File: config.mk
export PLATFORM = sky130hd
export DESIGN_NAME = den_giao_thong_flat
export DESIGN_NICKNAME = d
export VERILOG_FILES = /design/src/rtl/den_giao_thong_if.sv /design/src/rtl/den_giao_thong.sv /design/src/flat_wrapper.sv
export SDC_FILE = /design/constraint.sdc
export NUM_CORES = 1
export LEC_CHECK = 0
export ABC_AREA = 1
export ABC_CLOCK_PERIOD_IN_PS = 5100
export BUFFER_PORTS_ARGS = -buffer_cell sky130_fd_sc_hd__buf_2
export CORE_UTILIZATION = 50
export CTS_BUF_LIST = sky130_fd_sc_hd__clkbuf_4
export CTS_CLUSTER_SIZE = 40
export DETAILED_ROUTE_END_ITERATION = 16
export PLACE_DENSITY = 0.66
export RECOVER_POWER = 25
export SLEW_MARGIN = 30
export SYNTH_ARGS = -nofsm -noshare
export SYNTH_HDL_FRONTEND = slang
export SYNTH_SLANG_ARGS = --single-unit
File: constraint.sdc
create_clock -name clk -period 5.1 [get_ports clk]
set_clock_uncertainty 0.1 [all_clocks]
set_input_delay 0.51 -clock clk [delete_from_list [all_inputs] [get_ports clk]]
set_output_delay 0.51 -clock clk [all_outputs]
set_load 0.02 [all_outputs]
File: src/rtl/den_giao_thong_if.sv
// den_giao_thong_if: lamp bundle for the two-street traffic light.
// master drives the lamps, slave observes them.
interface den_giao_thong_if;
   logic [2:0] street_a;
   logic       street_a_pri_lamp;
   logic [2:0] street_b;
   logic       street_b_pri_lamp;

   modport master (
      output street_a,
      output street_a_pri_lamp,
      output street_b,
      output street_b_pri_lamp
   );

   modport slave (
      input street_a,
      input street_a_pri_lamp,
      input street_b,
      input street_b_pri_lamp
   );
endinterface

File: src/rtl/den_giao_thong.sv
// den_giao_thong: fixed-time two-street traffic light controller.
// Define ALL_RED_EN to add all-red clearance phases between streets.
module den_giao_thong #(
   parameter int CLK_DIV       = 50000000,
   parameter int GREEN_A_TICKS = 30,
   parameter int GREEN_B_TICKS = 20,
   parameter int YELLOW_TICKS  = 3,
   parameter int ALL_RED_TICKS = 2
) (
   input logic              clk,
   input logic              rst_n,
   den_giao_thong_if.master lamps
);
   typedef enum logic [2:0] {
      S_INIT     = 3'd0,
      S_A_GREEN  = 3'd1,
      S_A_YELLOW = 3'd2,
      S_B_GREEN  = 3'd3,
      S_B_YELLOW = 3'd4,
      S_CLR_AB   = 3'd5,
      S_CLR_BA   = 3'd6
   } state_t;

   state_t      state;
   state_t      state_nx;
   state_t      next_ph;
   logic [31:0] pre_cnt;
   logic [31:0] ph_cnt;
   logic [31:0] ph_cnt_nx;
   logic [31:0] dur;
   logic        tick;
   logic        legal;
   logic [2:0]  lamp_a;
   logic [2:0]  lamp_b;
   logic        pri_a;
   logic        pri_b;

   assign tick = (pre_cnt == 32'(CLK_DIV - 1));

   // Time base runs freely; phase changes never disturb it.
   always_ff @(posedge clk or negedge rst_n) begin
      if (!rst_n) begin
         pre_cnt <= '0;
      end else if (tick) begin
         pre_cnt <= '0;
      end else begin
         pre_cnt <= pre_cnt + 32'd1;
      end
   end

   always_ff @(posedge clk or negedge rst_n) begin
      if (!rst_n) begin
         state  <= S_INIT;
         ph_cnt <= '0;
      end else begin
         state  <= state_nx;
         ph_cnt <= ph_cnt_nx;
      end
   end

   always_comb begin
      dur     = 32'd1;
      next_ph = S_INIT;
      legal   = 1'b1;
      lamp_a  = 3'b100;
      lamp_b  = 3'b100;
      pri_a   = 1'b0;
      pri_b   = 1'b0;
      case (state)
         S_INIT: begin
            dur     = 32'd1;
            next_ph = S_A_GREEN;
         end
         S_A_GREEN: begin
            dur     = 32'(GREEN_A_TICKS);
            next_ph = S_A_YELLOW;
            lamp_a  = 3'b001;
            pri_a   = 1'b1;
         end
         S_A_YELLOW: begin
            dur     = 32'(YELLOW_TICKS);
`ifdef ALL_RED_EN
            next_ph = S_CLR_AB;
`else
            next_ph = S_B_GREEN;
`endif
            lamp_a  = 3'b010;
            pri_a   = 1'b1;
         end
         S_B_GREEN: begin
            dur     = 32'(GREEN_B_TICKS);
            next_ph = S_B_YELLOW;
            lamp_b  = 3'b001;
            pri_b   = 1'b1;
         end
         S_B_YELLOW: begin
            dur     = 32'(YELLOW_TICKS);
`ifdef ALL_RED_EN
            next_ph = S_CLR_BA;
`else
            next_ph = S_A_GREEN;
`endif
            lamp_b  = 3'b010;
            pri_b   = 1'b1;
         end
`ifdef ALL_RED_EN
         S_CLR_AB: begin
            dur     = 32'(ALL_RED_TICKS);
            next_ph = S_B_GREEN;
         end
         S_CLR_BA: begin
            dur     = 32'(ALL_RED_TICKS);
            next_ph = S_A_GREEN;
         end
`endif
         default: legal = 1'b0;
      endcase

      state_nx  = state;
      ph_cnt_nx = ph_cnt;
      // Unreachable encodings fall back to a safe all-red restart.
      if (!legal) begin
         state_nx  = S_INIT;
         ph_cnt_nx = '0;
      end else if (tick) begin
         if (ph_cnt == dur - 32'd1) begin
            state_nx  = next_ph;
            ph_cnt_nx = '0;
         end else begin
            ph_cnt_nx = ph_cnt + 32'd1;
         end
      end
   end

   assign lamps.street_a          = lamp_a;
   assign lamps.street_a_pri_lamp = pri_a;
   assign lamps.street_b          = lamp_b;
   assign lamps.street_b_pri_lamp = pri_b;
endmodule

File: src/flat_wrapper.sv
// flat-port wrapper written by rule: the top's interface ports become plain ports
module den_giao_thong_flat 
#(
   parameter int CLK_DIV       = 50000000,
   parameter int GREEN_A_TICKS = 30,
   parameter int GREEN_B_TICKS = 20,
   parameter int YELLOW_TICKS  = 3,
   parameter int ALL_RED_TICKS = 2
)
  (clk, rst_n, lamps_street_a, lamps_street_a_pri_lamp, lamps_street_b, lamps_street_b_pri_lamp);
  den_giao_thong_if lamps_i ();
  input logic clk;
  input logic rst_n;
  output wire logic [$bits(lamps_i.street_a)-1:0] lamps_street_a;
  output wire logic [$bits(lamps_i.street_a_pri_lamp)-1:0] lamps_street_a_pri_lamp;
  output wire logic [$bits(lamps_i.street_b)-1:0] lamps_street_b;
  output wire logic [$bits(lamps_i.street_b_pri_lamp)-1:0] lamps_street_b_pri_lamp;
  assign lamps_street_a = lamps_i.street_a;
  assign lamps_street_a_pri_lamp = lamps_i.street_a_pri_lamp;
  assign lamps_street_b = lamps_i.street_b;
  assign lamps_street_b_pri_lamp = lamps_i.street_b_pri_lamp;
  den_giao_thong #(.CLK_DIV(CLK_DIV), .GREEN_A_TICKS(GREEN_A_TICKS), .GREEN_B_TICKS(GREEN_B_TICKS), .YELLOW_TICKS(YELLOW_TICKS), .ALL_RED_TICKS(ALL_RED_TICKS)) u_core (.clk(clk), .rst_n(rst_n), .lamps(lamps_i));
endmodule
# == Yosys cells after proc, flatten, opt, wreduce, memory -nomap -nowiden ==
# Cells that the tools add are included.
# totals
regBits,67
latchBits,0
ramBits,0
rom_bits,0
n_memories,0
# classes
addsub,3
multipliers,0
div,0
order_cmp,0
eq_ne,8
shift,0
mux,14
bitwise,0
reduce_logical,7
# op_table
op,count
$mux 32,4
$add 32x1->32 const B,2
$eq 32x26->1 const B,1
$eq 32x32->1,1
$pmux 5 s3,1
$pmux 3 s2,2
$pmux 3 s4,1
$mux 3,3
$reduce_or 2->1,4
$eq 3x2->1 const B,2
$sub 5x1->6 const B,1
$reduce_or 5->1,1
$eq 3x1->1 const B,1
$eq 3x3->1 const B,1
$logic_not 3->1,1
$mux 1,3
$ne 2x1->1 const B,1
$ne 2x2->1 const B,1
$reduce_and 2->1,1

# == Longest topological paths before layout ==
# Gate-level depths: netlist of run 1.
# logic_depth
depth_word,8
mapped_depth,19

# == Worst setup path before layout of run 1 ==
# Ideal clock, no wire load.
# synth_timing
path_kind,register to register
start,register u_core.state[0]
end,register u_core.ph_cnt[11]
setup_time_ps,116
t_arrival_ps,2398
t_required_ps,4884
slack_ps,2486
stages_incl_launch_ff,17
n_path_buf,0
synth_period_minus_slack_ps,2614
path_cell_list,dfrtp_1 -> nor3_1 -> inv_1 -> nand2_1 -> nor2_1 -> ha_1 -> inv_1 -> nand2_1 -> nand2_1 -> nor2_1 -> nand2_1 -> nor2_1 -> nand2_1 -> nand2_1 -> nand2_1 -> inv_2 -> nor2_1
# synth_via
elab_chain_cells,8
# synth_lines
element,line,text
"start, declared",den_giao_thong.sv:24,state_t state;
"start signal, assigned",den_giao_thong.sv:56,state <= state_nx;
$eq 3x2->1 or $eq 3x3->1 (tied branches),den_giao_thong.sv:69,case (state)
$reduce_or 2->1 (no source line),n/a,
$pmux 5 s3,den_giao_thong.sv:69,
$sub 5x1->6,den_giao_thong.sv:126,if (ph_cnt == dur - 32'd1) begin
$eq 32x32->1,den_giao_thong.sv:126,
$mux 32,den_giao_thong.sv:126,
$mux 32,den_giao_thong.sv:125,end else if (tick) begin
$mux 32,den_giao_thong.sv:122,if (!legal) begin
"end signal, assigned",den_giao_thong.sv:57,ph_cnt <= ph_cnt_nx;
"end, declared",den_giao_thong.sv:28,logic [31:0] ph_cnt;
# Parallel ways exist; a longest one is shown, timed or not. The select of a mux whose other input is x is not followed.
# A chain may end at the register's enable or synchronous reset.

# == Worst setup path after layout of run 1 ==
# layout_timing
start,register u_core.state[2]
end,register u_core.ph_cnt[2]
# Same word-level chain as after synthesis.

==> results of run 1 <==
==> cell type report <==
type                            instances  area [µm²]  share of cell area
Sequential cell                        67        1677              0.3567
Timing Repair Buffer                   10       56.30             0.01198
Clock buffer                            9       67.56             0.01437
Tap cell                              108       135.1             0.02875
Clock inverter                          7       67.56             0.01437
Inverter                               90       341.6             0.07266
Multi-Input combinational cell        506        2356              0.5012
==> per-layer routing <==
layer | up-vias | routed length (µm)
li1 | 2128 | -
met1 | 1936 | 6211
met2 | 126 | 4553
met3 | 18 | 683
met4 | 0 | 190
met5 | - | 0
==> stage by stage <==
stage          area, µm²  total power [W]
4_1_cts             4697        0.0009109
3_5_place_dp        4562        0.0005535
2_1_floorplan       4449        0.0005415
5_1_grt             4701        0.0009358
6_report            4701        0.0009025
3_3_place_gp        4562        0.0005530
==> state kept, by name, summed over array words and instances (netlist names) <==
| register | count |
|---|---|
| u_core.pre_cnt | 32 |
| u_core.state | 3 |
| u_core.ph_cnt | 32 |
==> kinds of logic after synthesis <==
logic type,Yosys count,synth area share
AOI/OAI and AO/OA,12,0.01350
DFF,67,0.3768
buffers and inverters,98,0.09364
xor gates and xnor gates,28,0.05512
adders and majority gates,3,0.008437
and+or+nand+nor,463,0.4525
==> where the power goes <==
group          switching [W]  leakage (nW)  internal, W  total [W]
clock               0.000212        0.0714     0.000148   0.000360
sequential                 0         0.922     0.000531   0.000531
combinational      0.0000103          1.29   0.00000102  0.0000113
total               0.000223          2.29     0.000680   0.000903
==> layout by cell type, fill, tap and decap left out, types with 2 or more instances in the layout <==
| master | netlist | layout |
|---|---|---|
| a21oi_1 | 2 | 2 |
| buf_2 | 3 | 9 |
| clkbuf_4 | 0 | 9 |
| clkinv_1 | 0 | 2 |
| clkinv_2 | 1 | 2 |
| dfrtp_1 | 67 | 67 |
| ha_1 | 3 | 3 |
| inv_1 | 84 | 84 |
| inv_2 | 4 | 4 |
| nand2_1 | 221 | 221 |
| nand2_2 | 2 | 2 |
| nand3_1 | 46 | 46 |
| nand3_2 | 2 | 2 |
| nand4_1 | 26 | 26 |
| nor2_1 | 116 | 116 |
| nor2_2 | 7 | 7 |
| nor3_1 | 31 | 31 |
| nor3_2 | 4 | 4 |
| nor3b_1 | 3 | 3 |
| o21ai_0 | 7 | 7 |
| o21ai_1 | 3 | 3 |
| xnor2_1 | 7 | 7 |
| xor2_1 | 21 | 21 |
==> worst max path at each step <==
| stage | end | cells past startpoint | from |
|---|---|---|---|
| final | u_core.ph_cnt[2] | 18 | u_core.state[2] |
| after global routing | u_core.ph_cnt[2] | 17 | u_core.state[1] |
| after CTS | u_core.ph_cnt[2] | 18 | u_core.state[2] |
| after global placement | u_core.ph_cnt[5] | 18 | u_core.state[2] |
| after floorplan | u_core.ph_cnt[11] | 16 | u_core.state[0] |
| after detailed placement | u_core.ph_cnt[2] | 18 | u_core.state[2] |
==> critical path, cell delays in order, from the launching register on <==
cell	delay (ps)
dfrtp_1	410
inv_1	100
nand2_1	120
inv_1	100
nand2_1	70
nand2_1	140
nor2_1	60
ha_1	290
inv_1	40
nand2_1	40
nand2_1	50
nor2_1	80
nand2_1	60
nor2_1	80
nand2_1	90
nand2_1	120
nand2_1	140
inv_2	120
nor2_1	60
==> results.py, run 1 <==
metrics = {
    "setup_path": {
        "crit_required_ps": 5320,
        "path_class": "flop to flop",
        "cp.arrival_ps": 2590,
        "r2r_slack_ps": 2730,
        "critPathLaunchType": "flop",
        "r2r_end": "u_core.ph_cnt[2]",
        "crit_path_end_kind": "flop",
        "r2r_cells": 18,
        "rr_startpoint": "u_core.state[2]",
        "path_max_fanout": 5,
    },
    "clock_tree": {
        "clkLatencyLatePin_ps": 440,
        "cts_tree": "done",
        "cts-root-buf": "clkbuf_4",
        "cts_resized": 0,
        "numClockSinks": 67,
        "cts_htree_levels": 3,
        "cts_buffer_depth": 2,
        "hold_buffers": 0,
        "cts_setup_buffers": 0,
        "cts_buffers": 9,
        "cts.clk_slew.worst_paths_ps": 130,
    },
    "grt": {
        "top_usage_layer": "met1",
        "grt_first_pass_wirelength_mm": 18.78,
        "grt_pass1_vias": 3813,
        "overflow": 0,
        "met3_usage": 0.04976,
        "grt_use_total": 0.2746,
        "grt_antenna_before_repair": 0,
        "grt_use_met1": 0.4279,
        "met2_usage": 0.3753,
        "grt_max_degree": 68,
    },
    "synth": {
        "ys_seq_area_frac": 0.3768,
        "ys_ff_latch": 67,
        "async_flop_share": 1.000,
        "synth_commonest_cells": "nand2_1, nor2_1, inv_1, dfrtp_1, nand3_1",
        "synth_edf_count": 0,
        "synth.distinct_cells": 29,
        "syn_area_per_cell_um2": 6.631,
        "synth_top_cell_by_area": "dfrtp_1",
        "syn_nets": 676,
        "synth_ff_type": "dfrtp_1",
        "synth.cell_area_um2": 4449,
        "yosys-top-cells-area": "dfrtp_1, nand2_1, nor2_1",
        "yosys_warnings": 0,
        "netlist.area_leader.share": 0.3768,
        "yosys.cell_count.top_type": "nand2_1",
        "synth_cells": 671,
    },
    "timing": {
        "slew_headroom": 0.5894,
        "fin_setup_tns_ps": 0,
        "min_period_over_period": 0.4648,
        "setup_viol": 0,
        "holdWs_ps": 46.74,
        "tightest_slew_ps": 615.9,
        "rsz0062_at_grt": "false",
        "worst_slack_ps": 2729,
        "timing.fmax_mhz": 421.8,
        "period_needed_ps": 2371,
        "hold_violations": 0,
        "maxSlewViolCount": 0,
    },
    "pwr": {
        "leakage_nw": 2.286,
        "peakVddDrop_mv": 0.09625,
        "powerDensity_nw_per_um2": 192.0,
    },
    "routing": {
        "wirelength_mm": 11.64,
        "drc_errors": 0,
        "antenna_left": 0,
        "drtIter0Drc": 378,
        "wl_per_cell_um": 14.60,
        "vias": 4208,
        "first_pass_iters": 5,
        "drt-vias-per-instance": 5.280,
    },
    "floorplanning": {
        "ios": 10,
        "die_w_um": 96.33,
        "die-height_um": 96.33,
        "coreArea_um2": 8678,
        "start_util": 0.5127,
        "placementRows": 34,
        "die-area_um2": 9279,
    },
    "hold_path": {
        "hold_class": "input port to async pin",
    },
    "finish": {
        "nFillCells": 904,
        "drive_gt1_frac": 0.07112,
        "area_growth_pct": 5.652,
        "fin_cells": 797,
        "final_nets": 689,
        "fin_util": 0.5417,
        "antenna_cells": 0,
    },
    "placed_design": {
        "dp_hpwl_mm": 8.790,
        "io_buffers": 9,
        "gp_congestion": 0.9659,
        "dp_slack_ps": 2762,
        "dp_cells": 781,
    },
    "status": {
        "status": "finished, final reports clean",
    },
    "run": {
        "cap_violations": 0,
    },
}
No activity file was read; power rests on OpenSTA's default activity.
==> run 2, diff against run 1 <==
--- a/config.mk
+++ b/config.mk
@@ -5,8 +5,8 @@
 export SDC_FILE = /design/constraint.sdc
 export NUM_CORES = 1
 export LEC_CHECK = 0
-export ABC_AREA = 1
-export ABC_CLOCK_PERIOD_IN_PS = 5100
+export ABC_AREA = 0
+export ABC_CLOCK_PERIOD_IN_PS = 2300
 export BUFFER_PORTS_ARGS = -buffer_cell sky130_fd_sc_hd__buf_2
 export CORE_UTILIZATION = 50
 export CTS_BUF_LIST = sky130_fd_sc_hd__clkbuf_4
==> constraint.sdc (replaced) <==
create_clock -name clk -period 2.3 [get_ports clk]
set_clock_uncertainty 0.1 [all_clocks]
set_input_delay 0.23 -clock clk [delete_from_list [all_inputs] [get_ports clk]]
set_output_delay 0.23 -clock clk [all_outputs]
set_load 0.02 [all_outputs]
==> run 2 against run 1 <==
Against the previous run:
- the flow now finishes with violations (max-capacitance violations, max-slew violations, negative setup slack)
- non-clock buffer count is 55 higher
- largest power group unchanged
- largest cell class unchanged
- cell count is 32% lower
- global-route usage is 3.2 points lower
- combinational power grew to 2.5 times the previous value
- sequential share of layout area is 1.9 points higher
==> results.py, run 2 <==
metrics = {
    "status": {
        "status": "complete, but fails checks",
        "failed_checks": "max-capacitance violations, max-slew violations, negative setup slack",
    },
    "synth": {
        "synth.cell_area_um2": 3578,
        "synth_mux_area_frac": 0.009441,
        "ys_seq_area_frac": 0.4685,
        "synth_edf_count": 0,
        "synth_top_family_by_area": "simple AND/OR/NAND/NOR gates",
        "syn_area_per_cell_um2": 9.295,
        "synth_commonest_cells": "dfrtp_1, a21oi_1, nor2_1, nand3_1, nand2_1",
        "yosys_warnings": 0,
        "synth_compound_area_frac": 0.1108,
        "async_flop_share": 1.000,
        "syn_nets": 390,
        "yosys.cell_count.top_type": "dfrtp_1",
        "synth-simple-area-share": 0.2794,
        "synth_ff_type": "dfrtp_1",
        "synth_top_cell_by_area": "dfrtp_1",
        "netlist.area_leader.share": 0.4685,
        "yosys-top-cells-area": "dfrtp_1, xor2_1, a21oi_1",
        "synth.distinct_cells": 39,
        "synth_cells": 385,
        "ys_ff_latch": 67,
        "synth_xor_area_frac": 0.08077,
        "synth-adder-area-share": 0.01049,
    },
    "routing": {
        "vias": 3150,
        "first_pass_iters": 4,
        "drtIter0Drc": 210,
        "antenna_left": 0,
        "drc_errors": 0,
        "drt-vias-per-instance": 5.812,
        "wl_per_cell_um": 15.54,
        "wirelength_mm": 8.424,
    },
    "grt": {
        "grt_first_pass_wirelength_mm": 14.20,
        "met3_usage": 0.05429,
        "grt_pass1_vias": 3046,
        "top_usage_layer": "met2",
        "grt_antenna_before_repair": 0,
        "met2_usage": 0.4228,
        "grt_use_total": 0.2430,
        "grt_use_met1": 0.2997,
        "overflow": 0,
        "grt_max_degree": 43,
    },
    "pwr": {
        "clkPwrFrac": 0.427,
        "leakage_nw": 1.943,
        "comb_power_share": 0.014,
        "p_total_w": 0.002104,
        "cell_internal_pwr_w": 0.001638,
        "peakVddDrop_mv": 0.2803,
        "p_sw_frac": 0.2214,
        "powerDensity_nw_per_um2": 470.7,
        "p_seq_frac": 0.560,
        "p_switching_w": 0.0004658,
    },
    "hold_path": {
        "hold_class": "flop to flop",
        "hold-path-cell-count": 1,
    },
    "timing": {
        "setup_viol": 34,
        "hold_violations": 0,
        "maxSlewViolCount": 26,
        "slew_headroom": -0.02735,
        "fin_setup_tns_ps": -14940,
        "holdWs_ps": 375.0,
        "timing.fmax_mhz": 354.5,
        "worst_slack_ps": -521.1,
        "min_period_over_period": 1.227,
        "rsz0062_at_grt": "true",
        "tightest_slew_ps": 1541,
        "period_needed_ps": 2821,
    },
    "placed_design": {
        "dp_hpwl_mm": 5.704,
        "dp_cells": 518,
        "dp_slack_ps": -577.1,
        "io_buffers": 9,
        "gp_congestion": 0.7820,
    },
    "floorplanning": {
        "die-area_um2": 7500,
        "die-height_um": 86.60,
        "placementRows": 30,
        "ios": 10,
        "coreArea_um2": 6869,
        "die_w_um": 86.60,
        "start_util": 0.5209,
    },
    "clock_tree": {
        "cts-root-buf": "clkbuf_4",
        "cts_buffers": 9,
        "cts_tree": "done",
        "cts_buffer_depth": 2,
        "cts.clk_slew.worst_paths_ps": 120,
        "cts_htree_levels": 3,
        "numClockSinks": 67,
        "clkLatencyLatePin_ps": 410,
    },
    "setup_path": {
        "r2r_slack_ps": -520,
        "crit_path_end_kind": "flop",
        "cp.arrival_ps": 3010,
        "path_class": "flop to flop",
        "critPathLaunchType": "flop",
        "crit_required_ps": 2490,
        "r2r_cells": 11,
        "path_max_fanout": 4,
    },
    "finish": {
        "area_growth_pct": 24.90,
        "seq_area_um2": 1678,
        "multi_input_area_um2": 1916,
        "antenna_cells": 0,
        "nFillCells": 540,
        "final_cell_mix": "dfrtp_1, buf_4, nand3_1",
        "top_regs": "u_core.ph_cnt: 32 flops, u_core.pre_cnt: 32 flops, u_core.state: 3 flops",
        "final_nets": 446,
        "final_common_cell": "dfrtp_1",
        "drive_gt1_frac": 0.2556,
        "fin_cells": 542,
    },
    "run": {
        "cap_violations": 1,
    },
}
[run 2: changes by cell type after synthesis, moves of 18 or more]
cell,previous run,this run
nand2_1,221,24
nor2_1,116,29
inv_1,84,12
a21oi_1,2,32
nor3_1,31,8
nand3_1,46,28
or3_1,0,18
[run 2: metrics by stage]
stage          area, µm²    util
2_1_floorplan       3636       -
6_report            4469  0.6506
3_3_place_gp        4095  0.5962
4_1_cts             4339  0.6317
5_1_grt             4469  0.6506
3_5_place_dp        4095  0.5962
[run 2: cells by family after synthesis]
logic type,count (synthesis)
buf+inv,32
xor+xnor,33
flops,67
simple gates,180
compound gates,67
mux,3
fa+ha+maj,3
[run 2: worst paths after layout]
path / from / endpoint
max reg2reg: u_core.state[2] / u_core.state[0]
min reg2reg: u_core.pre_cnt[31] / u_core.pre_cnt[31]
min in group asynchronous: rst_n / u_core.pre_cnt[20]
max in group asynchronous: rst_n / u_core.state[0]
min: u_core.pre_cnt[31] / u_core.pre_cnt[31]
max: u_core.state[2] / u_core.state[0]
[run 2: what timing repair did]
action                                  CTS  global route
endpoints found under the setup margin   36            48
buffers inserted                          4             3
pin swaps                                 1             1
resized for setup                         8            23
hold buffers                              1             0
gates cloned                              1             1
hold endpoints to repair                 25             0
[run 2: power groups by stage]
stage	registers (W)	logic [W]	clock network, W
finish	0.00118	0.0000287	0.000898
global route	0.00118	0.0000346	0.000980
CTS	0.00118	0.0000309	0.000923
detailed placement	0.00120	0.0000297	0
global placement	0.00120	0.0000291	0
floorplan	0.00120	0.000000000641	0
[run 2: worst max-delay path, cell delays in order (launching register included)]
cell	delay [ps]
dfrtp_1	440
nand2b_4	180
nor2_4	40
or2_4	250
nor2_4	100
ha_4	160
xnor2_4	60
or4_4	470
a211o_1	320
o21bai_4	140
buf_6	150
mux2_4	300
[run 2: area by class of cell]
cell class	instances	share of cell area
inverters	12	0.01008
well taps	96	0.02688
multi-input cells	286	0.4286
flip-flops and latches	67	0.3754
clock inverters	6	0.01988
repair buffers	65	0.1223
clock buffers	10	0.01680
[run 2: metal layers]
layer	vias up	routed length, µm
li1	1522	-
met5	-	0
met4	0	135
met2	57	4294
met1	1553	3786
met3	18	207
==> run 3, diff against run 2 <==
--- a/config.mk
+++ b/config.mk
@@ -8,12 +8,14 @@
 export ABC_AREA = 0
 export ABC_CLOCK_PERIOD_IN_PS = 2300
 export BUFFER_PORTS_ARGS = -buffer_cell sky130_fd_sc_hd__buf_2
+export CORE_ASPECT_RATIO = 0.9
 export CORE_UTILIZATION = 50
 export CTS_BUF_LIST = sky130_fd_sc_hd__clkbuf_4
 export CTS_CLUSTER_SIZE = 40
 export DETAILED_ROUTE_END_ITERATION = 16
 export PLACE_DENSITY = 0.66
 export RECOVER_POWER = 25
+export SETUP_SLACK_MARGIN = 0.5
 export SLEW_MARGIN = 30
 export SYNTH_ARGS = -nofsm -noshare
 export SYNTH_HDL_FRONTEND = slang
==> run 3 against run 2 <==
Against the previous run:
- the run ends with negative setup slack left
- sequential share of layout area down 3.7 points
- global-route usage up 3.0 points
- combinational power about the same
- power down 4.9%
- fmax down 1.8%
- critical path depth down 1
- design area up 11%
- via count up 6.8%
- register-to-register slack worse by 50 ps
- critical path type unchanged
==> results.py, run 3 (same netlist as run 2, synthesis figures left out) <==
metrics = {
    "timing": {
        "hold_violations": 0,
        "tightest_slew_ps": 1162,
        "slew_headroom": 0.2255,
        "min_period_over_period": 1.249,
        "timing.fmax_mhz": 348.0,
        "holdWs_ps": 418.7,
        "rsz0062_at_grt": "true",
        "maxSlewViolCount": 0,
        "period_needed_ps": 2874,
        "worst_slack_ps": -573.8,
        "setup_viol": 34,
    },
    "clock_tree": {
        "clkLatencyLatePin_ps": 440,
        "cts.clk_slew.worst_paths_ps": 130,
        "cts_htree_levels": 3,
        "cts_buffer_depth": 2,
        "cts-root-buf": "clkbuf_4",
        "cts_buffers": 9,
        "cts_tree": "done",
        "numClockSinks": 67,
    },
    "floorplanning": {
        "start_util": 0.5292,
        "die-area_um2": 7500,
        "die_w_um": 91.18,
        "die-height_um": 82.26,
        "placementRows": 28,
        "ios": 10,
        "coreArea_um2": 6761,
    },
    "setup_path": {
        "path_max_fanout": 8,
        "crit_path_end_kind": "flop",
        "critPathTopFamily": "simple AND/OR/NAND/NOR gates",
        "slowest_stage": "or4_1",
        "cp.arrival_ps": 3120,
        "crit_required_ps": 2540,
        "critPathLaunchType": "flop",
        "crit_path_cell_trace": "buf_6, nor3b_4, nor2_4, ha_4, xnor2_2, or4_1, a211o_1, o21bai_4, buf_12, mux2_4",
        "slowest_delay_ps": 510,
        "crit_buf_inv": 2,
        "path_class": "flop to flop",
    },
    "routing": {
        "drtIter0Drc": 229,
        "first_pass_iters": 5,
        "drt-vias-per-instance": 5.973,
        "wirelength_mm": 10.47,
        "antenna_left": 0,
        "drc_errors": 0,
        "wl_per_cell_um": 18.60,
        "vias": 3363,
    },
    "placed_design": {
        "io_buffers": 9,
        "dp_hpwl_mm": 5.916,
        "gp_congestion": 0.8066,
    },
    "pwr": {
        "powerDensity_nw_per_um2": 402.4,
        "peakVddDrop_mv": 0.2171,
        "leakage_nw": 2.133,
    },
    "status": {
        "failed_checks": "negative setup slack",
        "status": "complete, but fails checks",
    },
    "grt": {
        "grt_antenna_before_repair": 0,
        "grt_use_total": 0.2726,
        "grt_max_degree": 42,
        "grt_first_pass_wirelength_mm": 15.60,
        "grt_pass1_vias": 3138,
        "overflow": 0,
    },
    "finish": {
        "top_regs": "u_core.ph_cnt: 32 flops, u_core.pre_cnt: 32 flops, u_core.state: 3 flops",
        "final_cell_mix": "dfrtp_1, buf_4, a21oi_1",
        "fin_util": 0.7352,
        "final_common_cell": "dfrtp_1",
        "area_growth_pct": 38.92,
        "drive_gt1_frac": 0.3594,
        "antenna_cells": 0,
        "final_nets": 473,
    },
    "hold_path": {
        "hold_class": "input port to async pin",
    },
    "run": {
        "cap_violations": 0,
    },
}
==> run 3: cell types whose count changed in the layout (fill, tap and decap cells not counted), sizes merged <==
cell,previous run,this run
bufinv,2,1
buf,62,88
inv,13,12
clkinv,2,5
==> run 3: cell type report <==
| cell class | instances | area (µm²) |
|---|---|---|
| Timing Repair Buffer | 92 | 848.3 |
| Multi-Input combinational cell | 286 | 2146 |
| Clock inverter | 7 | 68.82 |
| Fill cell | 468 | 1790 |
| Tap cell | 90 | 112.6 |
| Sequential cell | 67 | 1680 |
| Inverter | 12 | 47.55 |
| Clock buffer | 9 | 67.56 |
==> run 3: per-stage QoR <==
stage | cell area, µm² | setup slack [ps] | instances | total power, W | setup TNS, ps
3_5_place_dp | 4058 | -501.8 | 509 | 0.001230 | -15380
2_1_floorplan | 3647 | -575.7 | 385 | 0.001201 | -17270
4_1_cts | 4626 | -509.7 | 550 | 0.002007 | -15760
5_1_grt | 4971 | -620.5 | 563 | 0.002060 | -18460
3_3_place_gp | 4058 | -453.5 | 509 | 0.001230 | -13640
6_report | 4971 | -573.8 | 563 | 0.002000 | -16760
==> run 3: layer usage <==
| layer | up-vias | global-route usage | part of all wire |
|---|---|---|---|
| met4 | 0 | 0.08413 | 0.024 |
| met5 | - | 0 | 0 |
| li1 | 1571 | - | - |
| met2 | 93 | 0.4553 | 0.49 |
| met3 | 22 | 0.05495 | 0.047 |
| met1 | 1677 | 0.3626 | 0.44 |
==> run 3: worst paths after layout <==
check | from | endpoint | slack [ps] | depth (start not counted)
setup / recovery | u_core.state[1] | u_core.state[1] | -570 | 10
hold / removal | rst_n | u_core.ph_cnt[2] | 420 | 2
setup reg to reg | u_core.state[1] | u_core.state[1] | -570 | 10
hold reg to reg | u_core.pre_cnt[6] | u_core.pre_cnt[6] | 420 | 1
max in group asynchronous | rst_n | u_core.ph_cnt[21] | 550 | 3
min in group clk | u_core.pre_cnt[6] | u_core.pre_cnt[6] | 420 | 1
==> run 3: what timing repair did <==
action | in CTS | in global routing
gates cloned | 0 | 2
setup buffers | 24 | 11
hold endpoints to repair | 17 | 0
pin swaps | 16 | 24
hold buffers | 1 | 0
endpoints found under the setup margin | 65 | 67
resized for setup | 62 | 53
==> run 3: where the power goes <==
group          switching [W]  internal [W]  leakage, nW
combinational      0.0000243    0.00000409         1.14
clock               0.000467      0.000327       0.0733
sequential                 0       0.00118        0.917
total               0.000491       0.00151         2.13
